<file path="src/rtl/grant_burst_mux.sv">
// grant_burst_mux: moves a granted requester's burst onto one registered valid/ready channel
module grant_burst_mux #(
    parameter int DATA_W = 8,
    parameter int LEN_W  = 4
) (
    input  logic              clock,
    input  logic              reset,
    input  logic [2:0]        gnt_0,
    input  logic [2:0]        gnt_1,
    input  logic [DATA_W-1:0] s0_data,
    input  logic              s0_valid,
    output logic              s0_ready,
    input  logic [LEN_W-1:0]  s0_len,
    output logic              s0_done,
    input  logic [DATA_W-1:0] s1_data,
    input  logic              s1_valid,
    output logic              s1_ready,
    input  logic [LEN_W-1:0]  s1_len,
    output logic              s1_done,
    output logic [DATA_W-1:0] m_data,
    output logic              m_valid,
    input  logic              m_ready,
    output logic              m_src,
    output logic              m_last,
    output logic              busy,
    output logic              err_both,
    output logic              abort
);
    typedef enum logic [1:0] {IDLE, XFER, DRAIN, DONE} state_t;
    localparam logic [LEN_W:0] ONE = 1;
    state_t            state_q, state_d;
    logic              sel_q, sel_d;
    logic [LEN_W:0]    cnt_q, cnt_d;
    logic [DATA_W-1:0] m_data_q, m_data_d;
    logic              m_valid_q, m_valid_d;
    logic              m_src_q, m_src_d;
    logic              m_last_q, m_last_d;
    logic              s0_done_q, s0_done_d;
    logic              s1_done_q, s1_done_d;
    logic              err_both_q, err_both_d;
    logic              abort_q, abort_d;
    logic              gnt_sel, s_valid, rdy, acc;
    logic [DATA_W-1:0] s_data;
    logic [LEN_W-1:0]  s_len;
    logic              unused_gnt;
    assign unused_gnt = ^{gnt_0[2:1], gnt_1[2:1]};
    // Burst sequencing and output-register next values; a beat is loaded only when the output slot frees
    always_comb begin
        gnt_sel    = sel_q ? gnt_1[0] : gnt_0[0];
        s_valid    = sel_q ? s1_valid : s0_valid;
        s_data     = sel_q ? s1_data : s0_data;
        s_len      = gnt_1[0] ? s1_len : s0_len;
        rdy        = state_q == XFER && gnt_sel && cnt_q != '0 && (!m_valid_q || m_ready);
        acc        = rdy && s_valid;
        state_d    = state_q;
        sel_d      = sel_q;
        cnt_d      = acc ? cnt_q - ONE : cnt_q;
        m_data_d   = acc ? s_data : m_data_q;
        m_src_d    = acc ? sel_q : m_src_q;
        m_valid_d  = acc || (m_valid_q && !m_ready);
        m_last_d   = acc ? cnt_q == ONE : m_last_q && !m_ready;
        s0_done_d  = 1'b0;
        s1_done_d  = 1'b0;
        err_both_d = 1'b0;
        abort_d    = 1'b0;
        case (state_q)
            IDLE: begin
                if (gnt_0[0] && gnt_1[0]) begin
                    err_both_d = 1'b1;
                end else if (gnt_0[0] || gnt_1[0]) begin
                    sel_d   = gnt_1[0];
                    cnt_d   = {s_len == '0, s_len};
                    state_d = XFER;
                end
            end
            XFER: begin
                if (!gnt_sel) begin
                    abort_d = !m_valid_q;
                    state_d = m_valid_q ? XFER : IDLE;
                end else if (acc && cnt_q == ONE) begin
                    state_d = DRAIN;
                end
            end
            DRAIN: begin
                if (m_ready) begin
                    s0_done_d = !sel_q;
                    s1_done_d = sel_q;
                    state_d   = DONE;
                end
            end
            DONE: state_d = gnt_sel ? DONE : IDLE;
        endcase
    end
    // State and registered outputs; reset drops any held beat silently
    always_ff @(posedge clock) begin
        if (reset) begin
            state_q    <= IDLE;
            sel_q      <= 1'b0;
            cnt_q      <= '0;
            m_data_q   <= '0;
            m_valid_q  <= 1'b0;
            m_src_q    <= 1'b0;
            m_last_q   <= 1'b0;
            s0_done_q  <= 1'b0;
            s1_done_q  <= 1'b0;
            err_both_q <= 1'b0;
            abort_q    <= 1'b0;
        end else begin
            state_q    <= state_d;
            sel_q      <= sel_d;
            cnt_q      <= cnt_d;
            m_data_q   <= m_data_d;
            m_valid_q  <= m_valid_d;
            m_src_q    <= m_src_d;
            m_last_q   <= m_last_d;
            s0_done_q  <= s0_done_d;
            s1_done_q  <= s1_done_d;
            err_both_q <= err_both_d;
            abort_q    <= abort_d;
        end
    end
    assign s0_ready = rdy && !sel_q;
    assign s1_ready = rdy && sel_q;
    assign s0_done  = s0_done_q;
    assign s1_done  = s1_done_q;
    assign m_data   = m_data_q;
    assign m_valid  = m_valid_q;
    assign m_src    = m_src_q;
    assign m_last   = m_last_q;
    assign busy     = state_q != IDLE;
    assign err_both = err_both_q;
    assign abort    = abort_q;
endmodule

</file>
<file path="config.mk">
export PLATFORM = sky130hd
export DESIGN_NAME = grant_burst_mux
export DESIGN_NICKNAME = d
export VERILOG_FILES = /design/src/rtl/grant_burst_mux.sv
export SDC_FILE = /design/constraint.sdc
export NUM_CORES = 1
export LEC_CHECK = 0
export BUFFER_PORTS_ARGS = -buffer_cell sky130_fd_sc_hd__buf_2
export CAP_MARGIN = 20
export CORE_MARGIN = 5
export CORE_UTILIZATION = 29
export CTS_CLUSTER_DIAMETER = 200
export DETAILED_ROUTE_END_ITERATION = 6
export HOLD_SLACK_MARGIN = 0.15
export PLACE_DENSITY = 0.61
export SYNTH_ARGS = -nofsm -noshare
export SYNTH_HDL_FRONTEND = slang
export SYNTH_SLANG_ARGS = --single-unit
export TNS_END_PERCENT = 100
</file>
<file path="constraint.sdc">
create_clock -name clock -period 3.07 [get_ports clock]
set_input_delay 0.307 -clock clock [delete_from_list [all_inputs] [get_ports clock]]
set_output_delay 0.307 -clock clock [all_outputs]
set_load 0.05 [all_outputs]
</file>
==> results.cfg <==
[run_status]
status = complete, no violations

[synthesis]
synthTopCellsByCount = 23 x dfxtp_1, 16 x a21oi_1, 12 x a211oi_1
ys_warn_count = 0
synth_edf_count = 0
synth-main-ff-cell = dfxtp_1
ys_ff_latch = 23
syn_area_um2 = 1284
ys_seq_area_frac = 0.3587
synth_top_area_frac = 0.3587
synth-async-reset-ratio = 0
synth_most_common_cell = dfxtp_1
syn_nets = 186
syn_inst = 146
yosys.area.top_type = dfxtp_1
synthTopCellsByArea = dfxtp_1 36%, mux2i_1 8.6%, a211oi_1 7.0%, a21oi_1 6.2%, ha_1 4.9%
synth_cell_types = 34
syn_area_per_cell_um2 = 8.793

[power_and_ir_drop]
p_per_area_nw_per_um2 = 451.9
peakVddDrop_mv = 0.2644
power_mw = 0.7227
p_leak_nw = 0.6623

[route]
post-route-drc-count = 0
routed_wl_um = 3318
wl_per_cell_um = 13.83
vias = 1239
via_per_inst = 5.163
drtAntennaViolNets = 0
drt-initial-drc-count = 41
first_pass_iters = 4

[critical_path]
worstPathRequired_ps = 2760
path_max_fanout = 10
crit_chain = inv_1 > ha_1 > nor4b_1 > or4_1 > nor2_1 > buf_2
cp_top_family = simple AND/OR/NAND/NOR gates
slowest_stage = or4_1
critPathBufInv = 2
max_stage_delay_ps = 710
cp-end-kind = primary output
crit_type = reg -> out
crit_path_start_kind = flip-flop
arrival_ps = 2240

[clock_tree]
post_cts_resize_count = 0
clockBufferDepth = 2
hold_buffers = 0
clk_pin_slew_ps = 90
clock-root-buffer = clkbuf_8
numCtsBuffers = 3
htree_levels = 1
postCtsSetupBuffers = 0
clk_latency_ps = 270
clkSinkCount = 23
cts_tree = yes

[timing]
setup_viol = 0
hold_viol_final = 0
period_share = 0.8297
timing.setup.tns_ps = 0
timing.fmax_mhz = 392.6
tightest_slew_ps = 717.8
layout_min_cycle_time_ps = 2547
drv_slew = 0
fin_skew_ps = 6.677
rsz0062_at_grt = false
slew_headroom = 0.5170

[global_routing]
grt_pass1_vias = 1233
antenna_found_initial = 0
grt_pass1_wl_um = 5782
grt.total_usage = 0.1199
grt_max_degree = 26
grt-ovfl-total = 0

[place]
numPortBuffers = 48
dp_hpwl_um = 2418
gp_congestion = 0.7376

[floorplan]
die_h_um = 76.54
num_rows = 24
fp.coreArea_um2 = 4324
fp.dieArea_um2 = 5858
die_w_um = 76.54
io_pins = 53
start_util = 0.2969

[hold_path]
hold_path_class = in -> reg

[flow_run]
drv_cap = 0

[cells_and_area]
syn2layout_area_growth_pct = 24.56
antenna_cells = 0
fin_nets = 229
drive_gt1_frac = 0.3191
[cell type report]
class	instances	area, µm²
sequential	23	460.4
tap	52	65.06
timing repair buffer	50	255.2
multi-input combinational	104	745.7
inverter	7	26.28
clock buffer	3	41.29
fill	471	2725
clock inverter	1	5.005
[tightest hold or removal path: cells and delay by family]
| family | cells | cell delay, ps |
|---|---|---|
| and+or+nand+nor | 2 | 130 |
| buffers and inverters | 1 | 120 |
[cells by family (layout without fill, tap and decap cells)]
| logic type | after synthesis | after routing | share of synthesized area |
|---|---|---|---|
| AO/OA/AOI/OAI | 40 | 40 | 0.2086 |
| adder cells (fa/ha/maj) | 5 | 5 | 0.04873 |
| buffers and inverters | 19 | 61 | 0.06531 |
| flip-flops | 23 | 23 | 0.3587 |
| multiplexers | 13 | 13 | 0.1033 |
| AND/OR/NAND/NOR | 46 | 46 | 0.2154 |
[sequential cells by signal (all words and copies together) (netlist names), named ones only]
name / flops
err_both: 1
sel_q: 1
m_valid: 1
cnt_q: 5
abort: 1
s0_done: 1
state_q: 1
s1_done: 1
m_last: 1
m_data: 8
m_src: 1
[layout by cell type, fill, tap and decap left out, drive strengths merged, types with 2 or more instances in the layout]
cell type  instances
mux2               2
buf               50
nand2b             3
nor3               3
nor2               9
a211oi            12
nand2              3
or3                2
a21oi             16
ha                 5
nor4               5
inv                7
nor3b              2
clkbuf             3
nand3              4
mux2i             11
o31ai              2
or4                5
nor2b              3
nor4b              3
o21ai              2
dfxtp             23
a311oi             3
[path summary, 6_finish.rpt]
check / from / end / slack (ps) / cells after the start
min reg2reg: m_valid / abort / 470 / 1
max: cnt_q[0] / s0_ready / 520 / 6
min: m_ready / s0_done / 330 / 3
max reg2reg: cnt_q[0] / cnt_q[3] / 630 / 6
[metal layers]
| metal | wire length [µm] | track usage |
|---|---|---|
| met5 | 0 | 0 |
| met4 | 48 | 0.04196 |
| met3 | 293 | 0.05319 |
| met2 | 1420 | 0.1798 |
| met1 | 1555 | 0.1515 |
[where the power goes]
group / internal [mW] / switching (mW)
clock network: 0.0908 / 0.102
registers: 0.316 / 0.0163
logic: 0.0729 / 0.125
[through the flow]
stage	worst slack (ps)	std cells	hold slack [ps]	util	area, µm²
2_1_floorplan	653.8	146	457.5	-	1284
5_1_grt	368.4	240	352.5	0.3698	1599
4_1_cts	495.6	240	325.0	0.3698	1599
6_report	522.8	240	332.8	0.3698	1599
3_5_place_dp	627.4	236	456.6	0.3591	1553
3_3_place_gp	677.0	236	453.8	0.3591	1553
Power figures use the tool's default switching activity.
